<file path="config.mk">
export PLATFORM = sky130hd
export DESIGN_NAME = branch_resolve_unit
export DESIGN_NICKNAME = d
export VERILOG_FILES = /design/src/rtl/branch_pkg.sv /design/src/rtl/branch_bht.sv /design/src/rtl/branch_resolve_unit.sv
export SDC_FILE = /design/constraint.sdc
export NUM_CORES = 1
export LEC_CHECK = 0
export BUFFER_PORTS_ARGS = -buffer_cell sky130_fd_sc_hd__buf_4
export CORE_MARGIN = 4
export CORE_UTILIZATION = 51
export CTS_CLUSTER_SIZE = 8
export DETAILED_ROUTE_END_ITERATION = 10
export PLACE_DENSITY = 0.82
export SYNTH_ARGS = -nofsm -noshare
export SYNTH_HDL_FRONTEND = slang
export SYNTH_SLANG_ARGS = --single-unit
</file>
<file path="constraint.sdc">
create_clock -name clk -period 4.2 [get_ports clk]
set_input_delay 0.42 -clock clk [delete_from_list [all_inputs] [get_ports clk]]
set_output_delay 0.42 -clock clk [all_outputs]
set_load 0.1 [all_outputs]
</file>
<file path="src/rtl/branch_pkg.sv">
// Shared types for the branch resolution slice: branch-type encoding,
// BHT counter states and the saturating counter step.
package branch_pkg;

  typedef enum logic [2:0] {
    B_NONE = 3'd0,
    B_BEQ  = 3'd1,
    B_BNE  = 3'd2,
    B_BLT  = 3'd3,
    B_BGE  = 3'd4,
    B_BLTU = 3'd5,
    B_BGEU = 3'd6
  } b_t;

  typedef enum logic [1:0] {
    SNT = 2'b00,
    WNT = 2'b01,
    WT  = 2'b10,
    ST  = 2'b11
  } bht_state_t;

  localparam bht_state_t BHT_RESET = WNT;

  // Encoding 7 is reserved and treated like NONE.
  function automatic logic is_branch(logic [2:0] t);
    return (t != 3'd0) && (t != 3'd7);
  endfunction

  function automatic logic [1:0] bht_next(logic [1:0] s, logic taken);
    if (taken) return (s == ST)  ? s : s + 2'd1;
    else       return (s == SNT) ? s : s - 2'd1;
  endfunction

endpackage

</file>
<file path="src/rtl/branch_bht.sv">
// Branch history table of 2-bit saturating counters, indexed by pc[IDX_W+1:2].
// The read port is combinational and never bypasses a same-cycle update.
module branch_bht
  import branch_pkg::*;
#(
  parameter int BHT_DEPTH = 16,
  parameter int XLEN      = 32
) (
  input  logic            clk,
  input  logic            nrst,
  input  logic [XLEN-1:0] rd_pc_i,
  output logic            rd_taken_o,
  input  logic            upd_en_i,
  input  logic [XLEN-1:0] upd_pc_i,
  input  logic            upd_taken_i
);

  localparam int IDX_W = $clog2(BHT_DEPTH);

  logic [1:0]       tbl_q [BHT_DEPTH];
  logic [IDX_W-1:0] rd_idx;
  logic [IDX_W-1:0] upd_idx;
  logic [1:0]       upd_d;
  logic             unused_pc_bits;

  assign rd_idx         = rd_pc_i[IDX_W+1:2];
  assign upd_idx        = upd_pc_i[IDX_W+1:2];
  assign rd_taken_o     = tbl_q[rd_idx][1];
  assign upd_d          = bht_next(tbl_q[upd_idx], upd_taken_i);
  assign unused_pc_bits = ^{rd_pc_i, upd_pc_i};

  always_ff @(posedge clk) begin
    if (!nrst) begin
      for (int i = 0; i < BHT_DEPTH; i++) tbl_q[i] <= BHT_RESET;
    end else if (upd_en_i) begin
      tbl_q[upd_idx] <= upd_d;
    end
  end

endmodule

</file>
<file path="src/rtl/branch_resolve_unit.sv">
// Resolves RV32 conditional branches one cycle after execute, trains the BHT
// and keeps saturating branch / mispredict statistics.
module branch_resolve_unit
  import branch_pkg::*;
#(
  parameter int XLEN      = 32,
  parameter int BHT_DEPTH = 16,
  parameter int CNT_W     = 16
) (
  input  logic             clk,
  input  logic             nrst,
  input  logic             ex_valid,
  input  logic [2:0]       ex_branch_type,
  input  logic [XLEN-1:0]  ex_rs1,
  input  logic [XLEN-1:0]  ex_rs2,
  input  logic [XLEN-1:0]  ex_pc,
  input  logic [XLEN-1:0]  ex_target,
  input  logic             ex_pred_taken,
  input  logic             stall,
  input  logic [XLEN-1:0]  fetch_pc,
  output logic             fetch_pred_taken,
  output logic             res_valid,
  output logic             res_taken,
  output logic             res_mispredict,
  output logic [XLEN-1:0]  res_redirect_pc,
  output logic [CNT_W-1:0] branch_count,
  output logic [CNT_W-1:0] mispredict_count
);

  logic             qualified;
  logic             taken;
  logic             mispredict;
  logic             upd_en;
  logic             res_valid_q, res_taken_q, res_mis_q;
  logic             res_valid_d, res_taken_d, res_mis_d;
  logic [XLEN-1:0]  redirect_q, redirect_d;
  logic [CNT_W-1:0] br_cnt_q, br_cnt_d;
  logic [CNT_W-1:0] mis_cnt_q, mis_cnt_d;

  assign qualified  = ex_valid & is_branch(ex_branch_type);
  assign mispredict = qualified & (taken != ex_pred_taken);
  assign upd_en     = qualified & ~stall;

  always_comb begin
    taken = 1'b0;
    case (b_t'(ex_branch_type))
      B_BEQ:   taken = (ex_rs1 == ex_rs2);
      B_BNE:   taken = (ex_rs1 != ex_rs2);
      B_BLT:   taken = ($signed(ex_rs1) <  $signed(ex_rs2));
      B_BGE:   taken = ($signed(ex_rs1) >= $signed(ex_rs2));
      B_BLTU:  taken = (ex_rs1 <  ex_rs2);
      B_BGEU:  taken = (ex_rs1 >= ex_rs2);
      default: taken = 1'b0;
    endcase
  end

  // Redirect target is only refreshed by a real branch; bubbles keep the last one.
  always_comb begin
    res_valid_d = qualified;
    res_taken_d = qualified & taken;
    res_mis_d   = mispredict;
    redirect_d  = redirect_q;
    br_cnt_d    = br_cnt_q;
    mis_cnt_d   = mis_cnt_q;
    if (qualified) begin
      redirect_d = taken ? ex_target : ex_pc + XLEN'(4);
      if (br_cnt_q != '1) br_cnt_d = br_cnt_q + CNT_W'(1);
      if (mispredict && mis_cnt_q != '1) mis_cnt_d = mis_cnt_q + CNT_W'(1);
    end
  end

  always_ff @(posedge clk) begin
    if (!nrst) begin
      res_valid_q <= 1'b0;
      res_taken_q <= 1'b0;
      res_mis_q   <= 1'b0;
      redirect_q  <= '0;
      br_cnt_q    <= '0;
      mis_cnt_q   <= '0;
    end else if (!stall) begin
      res_valid_q <= res_valid_d;
      res_taken_q <= res_taken_d;
      res_mis_q   <= res_mis_d;
      redirect_q  <= redirect_d;
      br_cnt_q    <= br_cnt_d;
      mis_cnt_q   <= mis_cnt_d;
    end
  end

  branch_bht #(
    .BHT_DEPTH (BHT_DEPTH),
    .XLEN      (XLEN)
  ) u_bht (
    .clk         (clk),
    .nrst        (nrst),
    .rd_pc_i     (fetch_pc),
    .rd_taken_o  (fetch_pred_taken),
    .upd_en_i    (upd_en),
    .upd_pc_i    (ex_pc),
    .upd_taken_i (taken)
  );

  assign res_valid        = res_valid_q;
  assign res_taken        = res_taken_q;
  assign res_mispredict   = res_mis_q;
  assign res_redirect_pc  = redirect_q;
  assign branch_count     = br_cnt_q;
  assign mispredict_count = mis_cnt_q;

endmodule

</file>
==> metrics.sh, run 1 <==
STATUS='complete, no violations'
PLACEDCELLCOUNT=1088
PLACE_CONGESTION=0.828
PLACE.DETAILED.HPWL_UM=13200
CTS_SETUP_BUFFERS=0
SYNTH.YOSYS.SEQ_AREA_SHARE=0.347
CTS_NUM_SINKS=99
FINALMAXSLEWVIOLATIONS=0
CTS_RESIZED=0
REG2REG_FROM='mispredict_count[3]'
CORE-AREA_SQ_UM=12700
CP_CELL_SEQUENCE='buf_4 -> ha_1 -> nand4_1 -> nor4_1 -> nand2_1 -> o21ai_2 -> nor4_2 -> a2111oi_2 -> or2_2 -> buf_4 -> mux2i_1 -> o21ai_0'
IO_BUFFERS=207
FINALHOLDVIOLCOUNT=0
FINAL_PERIOD_DEMAND_OF_THE_WORST_PATH_PS=3280
AREA.GROWTH.SYNTH_TO_FINAL_PCT=28.6
ANTENNA_VIOLATION_NET_COUNT_AFTER_DETAILED_ROUTING=0
LAYOUT.FILLER_CELLS=1065
POWER.IR.VDD_WORST_mV=0.187
REG2REG_DEPTH=9
POWER.LEAKAGE_nW=3.66
ROOT_BUFFER='sky130_fd_sc_hd__clkbuf_16'
TIGHTESTPINTRANSITION_PS=936
TOTALWIRELENGTH_UM=17600
GLOBALROUTETOTALUTIL=0.235
FRACTION_OF_FINAL_LAYOUT_CELLS_SIZED_BEYOND_DRIVE_STRENGTH_1=0.273
ROWS=41
WORST-R2R-SETUP-SLACK_PS=1370
FINAL_CELL_MIX='216 x sky130_fd_sc_hd__buf_4, 67 x sky130_fd_sc_hd__dfxtp_1, 62 x sky130_fd_sc_hd__nand2_1'
INSERTION_DELAY_PS=340
WORST_SETUP_HOLD_PATH_CLK_SLEW_PS=70
FLOORPLAN.DIE_AREA_SQ_UM=14900
INITIAL_CORE_UTIL=0.523
ROUTE.VIAS.TOTAL=6138
ASYNC_RESET_FF_FRAC=0
R2R-END='mispredict_count[3]'
PWR_CELL_AREA_nW_PER_UM2=292
CTS-BUFFERS-INSERTED=9
YS_TYPES=56
DIE_HEIGHT_UM=122
DRT_FIRST_ITER_VIOLATIONS=425
CRITICALPATHCATEGORY='input port to register'
SETUP_VIOL=0
LARGEST_DELAY_SHARE_FAMILY_WORST_PATH='simple AND/OR/NAND/NOR gates'
CP_COMMON_CELL='sky130_fd_sc_hd__buf_4'
ANTENNA_FOUND_INITIAL=0
DETAIL_ROUTE.DRC_VIOLATIONS=0
CLOCK_TREE.HTREE_LEVEL_COUNT=3
CRITPATHCAPTURETYPE='register'
DRT-PASS1-ITER-COUNT=5
FIRST_GLOBAL_VIAS=5899
SYN_AREA_SQ_UM=6630
CP_DATA_REQUIRED_TIME_PS=4380
ROUTEDWLPERCELL_UM=15.9
CRIT_PATH_MAX_INCR_DELAY_PS=550
SYN_INST=746
CRIT_BUF_INV=2
MAXIMUM_NUMBER_OF_PINS_ON_ONE_NET_BEFORE_GLOBAL_ROUTE_REPAIR=84
SYN-NUM-NETS=952
NUMBER_OF_NETS_IN_THE_FINAL_LAYOUT=1133
VIA_PER_INST=5.56
SYNTH_EDF_COUNT=32
FINAL.PERIOD_UTILIZATION=0.782
WORST_HOLD_STARTPOINT='ex_target[23]'
MAXCAPVIOLCOUNT=0
LAYOUT.CELLS.NON_FILLER=1104
TIMING.SETUP.TNS_PS=0
ANTENNA_CELLS_INSERTED=0
CTS_TREE='done'
YS.FLOP_TYPE='sky130_fd_sc_hd__dfxtp_1'
SLEW_HEADROOM=0.375
SYNTH.YOSYS.WARNINGS=0
CRITPATHSLOWESTCELL='sky130_fd_sc_hd__nor4_1'
STARTPOINT_CLASS_OF_THE_CRITICAL_PATH='input port'
CTS_MAX_PATH_BUFFERS=2
IO_PINS=236
MIN_TO='res_redirect_pc[23]'
YOSYS_REGISTER_BITS=99
CRIT_ARRIVAL_PS=3460
WORSTPATHMAXFANOUT=22
MIN-DELAY-PATH-CLASS='input port to register'
DIE_X_UM=122
CLOCK-SKEW-FINAL_PS=6.53
GRT_FIRST_PASS_WIRELENGTH_UM=28400
GR-TOTAL-OVERFLOW=0
SYNTH.AVG_CELL_AREA_SQ_UM=8.89
RSZ0062_AT_GRT='no'
COMMONEST_NON_FILL_NON_TAP_CELL_IN_THE_LAYOUT='sky130_fd_sc_hd__buf_4'
CTS-HOLD-FIX-BUFFERS=0
TIMING.FMAX_GHz=0.304
HOLDPATHSTAGES=3
-- cell usage after synthesis, types with 10 or more instances --
| cell type | n | area [sq um] |
|---|---|---|
| sky130_fd_sc_hd__a21oi_1 | 23 | 115 |
| sky130_fd_sc_hd__and3_1 | 14 | 87.6 |
| sky130_fd_sc_hd__clkbuf_1 | 33 | 124 |
| sky130_fd_sc_hd__dfxtp_1 | 67 | 1340 |
| sky130_fd_sc_hd__edfxtp_1 | 32 | 961 |
| sky130_fd_sc_hd__ha_1 | 38 | 475 |
| sky130_fd_sc_hd__inv_1 | 39 | 146 |
| sky130_fd_sc_hd__mux2i_1 | 55 | 551 |
| sky130_fd_sc_hd__mux4_2 | 14 | 315 |
| sky130_fd_sc_hd__nand2_1 | 62 | 233 |
| sky130_fd_sc_hd__nand2b_1 | 26 | 163 |
| sky130_fd_sc_hd__nand3_1 | 61 | 305 |
| sky130_fd_sc_hd__nand4_1 | 35 | 219 |
| sky130_fd_sc_hd__nor2_1 | 41 | 154 |
| sky130_fd_sc_hd__nor3_1 | 18 | 90.1 |
| sky130_fd_sc_hd__o21ai_0 | 61 | 305 |
| sky130_fd_sc_hd__xnor2_1 | 32 | 280 |
| sky130_fd_sc_hd__xor2_1 | 10 | 87.6 |
-- per-layer routing --
metal,GRT usage,up-vias,wire length (um)
met5,0,-,0
met3,0.0432,24,1150
met2,0.395,198,8720
li1,-,3061,-
met1,0.308,2855,7330
met4,0.0749,0,392
-- final cells by class --
| cell class | instances | area (sq um) | share of cell area |
|---|---|---|---|
| Multi-Input combinational cell | 561 | 3970 | 0.465 |
| Sequential cell | 99 | 2300 | 0.270 |
| Timing Repair Buffer | 216 | 1620 | 0.190 |
| Clock buffer | 13 | 250 | 0.0294 |
| Tap cell | 172 | 215 | 0.0253 |
| Inverter | 40 | 150 | 0.0176 |
| Clock inverter | 3 | 16.3 | 0.00191 |
-- report_power, final --
group	total, mW	internal, mW	switching (mW)	leakage (nW)
logic	0.689	0.256	0.434	2.70
registers	1.04	1.02	0.0184	0.824
clock network	0.760	0.416	0.344	0.131
total	2.48	1.69	0.796	3.66
-- worst reg2reg max path: cells and delay by family (launching register included) --
kind / cells / cell delay [ps]
compound gates: 1 / 120
simple gates: 6 / 1750
mux: 1 / 120
buf+inv: 1 / 220
flops: 1 / 520
-- stage by stage --
stage               power, mW  cell area, sq um  hold WS (ps)  setup slack [ps]   util
finish                   2.48              8520           353               916  0.673
global route             2.59              8520           364               436  0.673
CTS                      2.50              8520           347               902  0.673
detailed placement       1.75              8260           459               531  0.652
global placement         1.73              8260           454               578  0.652
floorplan                1.53              6630           559               951      -
-- how the worst max path moves through the flow --
stage,start,end,slack (ps),depth (start not counted)
detailed placement,ex_rs1[31],res_redirect_pc[21],530,12
global placement,ex_rs1[31],res_redirect_pc[21],580,12
global route,ex_rs1[31],res_redirect_pc[21],440,12
CTS,ex_rs1[31],res_redirect_pc[12],900,12
finish,ex_rs1[31],res_redirect_pc[12],920,12
floorplan,mispredict_count[3],mispredict_count[0],950,12
-- sequential cells by signal, summed over array words and instances, names as in the netlist --
signal            flops
res_mispredict        1
branch_count         16
mispredict_count     16
u_bht.tbl_q          32
res_valid             1
res_taken             1
res_redirect_pc      32
-- kinds of logic (layout without fill, tap and decap cells) --
family          Yosys count  after routing  share of synthesized area
buf+inv                  86            272                     0.0544
xor+xnor                 42             42                     0.0555
fa+ha+maj                40             40                     0.0751
mux                      71             71                      0.134
flops                    99             99                      0.347
simple gates            303            303                      0.242
compound gates          105            105                     0.0919
Note: power is estimated with default switching activity, not from simulation.
==> run 2: changes to the inputs <==
==> constraint.sdc (replaced) <==
create_clock -name clk -period 3.4 [get_ports clk]
set_input_delay 0.34 -clock clk [delete_from_list [all_inputs] [get_ports clk]]
set_output_delay 0.34 -clock clk [all_outputs]
set_load 0.1 [all_outputs]
==> run 2 against run 1 <==
Against the previous run:
- via count grew 3.0%
- register-to-register slack lost 580 ps
- clock power rose by 42%
- wire length grew 2.9%
- non-clock buffer count is 22 higher
- power up 32%
- critical path depth is the same
- die area unchanged
- sequential power increased by 23%
- hold slack worse by 79 ps
- clock skew is 1.7 ps lower
- combinational power up 33%
- critical path type unchanged
- critical endpoint is now u_bht.tbl_q[1][1]
- highest routed layer unchanged
==> metrics.sh, run 2 (synthesis gave the netlist of run 1 again) <==
POWER.IR.VDD_WORST_mV=0.208
CTS-BUFFERS-INSERTED=9
TIMING.FMAX_GHz=0.313
PLACE.DETAILED.HPWL_UM=13800
GLOBALROUTETOTALUTIL=0.242
SLEW_HEADROOM=0.348
GR-TOTAL-OVERFLOW=0
CLOCK-SKEW-FINAL_PS=4.83
AREA.GROWTH.SYNTH_TO_FINAL_PCT=32.4
FIN_UTIL=0.692
DRT-PASS1-ITER-COUNT=6
IO_PINS=236
CTS_NUM_SINKS=99
ROUTEDWLPERCELL_UM=16.1
INSERTION_DELAY_PS=340
PWR_CELL_AREA_nW_PER_UM2=373
CRITPATHSLOWESTCELL='sky130_fd_sc_hd__or3_1'
DIE_X_UM=122
PLACE_CONGESTION=0.827
IO_BUFFERS=207
GRT_FIRST_PASS_WIRELENGTH_UM=29300
CRIT_PATH_MAX_INCR_DELAY_PS=450
FIN_AREA_SQ_UM=8770
CLOCK_TREE.HTREE_LEVEL_COUNT=3
ROWS=41
CTS_MAX_PATH_BUFFERS=2
FINAL_PERIOD_DEMAND_OF_THE_WORST_PATH_PS=3190
WORSTPATHMAXFANOUT=16
DETAIL_ROUTE.DRC_VIOLATIONS=0
MAXIMUM_NUMBER_OF_PINS_ON_ONE_NET_BEFORE_GLOBAL_ROUTE_REPAIR=84
NUMBER_OF_NETS_IN_THE_FINAL_LAYOUT=1155
VIA_PER_INST=5.62
FLOORPLAN.DIE_AREA_SQ_UM=14900
HOLDWS_PS=274
WORST_SETUP_HOLD_PATH_CLK_SLEW_PS=70
ANTENNA_CELLS_INSERTED=0
RSZ0062_AT_GRT='no'
CORE-AREA_SQ_UM=12700
STATUS='complete, no violations'
FINAL_CELL_MIX='235 x sky130_fd_sc_hd__buf_4, 67 x sky130_fd_sc_hd__dfxtp_1, 62 x sky130_fd_sc_hd__nand2_1'
POWER.LEAKAGE_nW=3.80
DRT_FIRST_ITER_VIOLATIONS=469
COMMONEST_NON_FILL_NON_TAP_CELL_IN_THE_LAYOUT='sky130_fd_sc_hd__buf_4'
WORST-R2R-SETUP-SLACK_PS=790
DIE_HEIGHT_UM=122
CRITICALPATHCATEGORY='input port to register'
CP_DATA_REQUIRED_TIME_PS=3480
CRIT_ARRIVAL_PS=3270
TOTALWIRELENGTH_UM=18100
MIN-DELAY-PATH-CLASS='input port to register'
ANTENNA_FOUND_INITIAL=0
DPL_CELL_AREA_SQ_UM=8440
ROUTE.VIAS.TOTAL=6323
SETUP_VIOL=0
MAXCAPVIOLCOUNT=0
ANTENNA_VIOLATION_NET_COUNT_AFTER_DETAILED_ROUTING=0
TIGHTESTPINTRANSITION_PS=976
CRITPATHCAPTURETYPE='register'
FINAL.PERIOD_UTILIZATION=0.939
CTS_TREE='done'
FINALMAXSLEWVIOLATIONS=0
FRACTION_OF_FINAL_LAYOUT_CELLS_SIZED_BEYOND_DRIVE_STRENGTH_1=0.290
INITIAL_CORE_UTIL=0.523
FIRST_GLOBAL_VIAS=6136
CP_CELL_SEQUENCE='buf_4 -> ha_1 -> a21o_1 -> a21o_1 -> a221oi_1 -> a21oi_1 -> or3_1 -> a2111oi_2 -> buf_4 -> or2_2 -> maj3_2 -> nor2_1'
STARTPOINT_CLASS_OF_THE_CRITICAL_PATH='input port'
FINALHOLDVIOLCOUNT=0
ROOT_BUFFER='sky130_fd_sc_hd__clkbuf_16'
[run 2: worst paths after layout]
| check | from | to | cells after the start |
|---|---|---|---|
| max | ex_rs1[25] | u_bht.tbl_q[1][1] | 12 |
| max reg2reg | mispredict_count[3] | mispredict_count[3] | 9 |
| min reg2reg | res_valid | res_valid | 2 |
| min | ex_target[20] | res_redirect_pc[20] | 3 |
[run 2: stage by stage]
stage	worst slack (ps)	TNS, ps	power, mW	std cells
3_3_place_gp	-161	-7610	2.19	1107
6_report	209	0	3.28	1126
4_1_cts	125	0	3.28	1123
5_1_grt	0.205	0	3.42	1126
2_1_floorplan	151	0	1.88	746
3_5_place_dp	-218	-11390	2.21	1107
[run 2: routing by layer]
layer,up-vias,global-route usage,part of all wire
met3,33,0.0436,0.064
met1,2959,0.307,0.41
met4,0,0.0861,0.027
met2,221,0.413,0.50
li1,3110,-,-
met5,-,0,0
[run 2: final cells by class]
type	count	area [sq um]
Tap cell	172	215
Clock inverter	4	73.8
Inverter	40	150
Sequential cell	99	2300
Fill cell	1010	3900
Multi-Input combinational cell	561	3970
Clock buffer	12	236
Timing Repair Buffer	238	1820
[run 2: timing repair]
item                                    in CTS  in global routing
hold buffers                                 0                  0
buffers inserted                             0                  3
resized for setup                            0                  2
endpoints found under the setup margin       0                 49
endpoints found under the hold margin        0                  0
[run 2: where the power goes]
| group | switching (mW) | internal, mW |
|---|---|---|
| Clock | 0.437 | 0.648 |
| Combinational | 0.547 | 0.366 |
| Sequential | 0.0225 | 1.26 |
[run 2: critical path: cells and delay by family]
kind	cells	cell delay (ps)
adder cells (fa/ha/maj)	2	730
buffers and inverters	2	310
AND/OR/NAND/NOR	3	710
AO/OA/AOI/OAI	5	1170
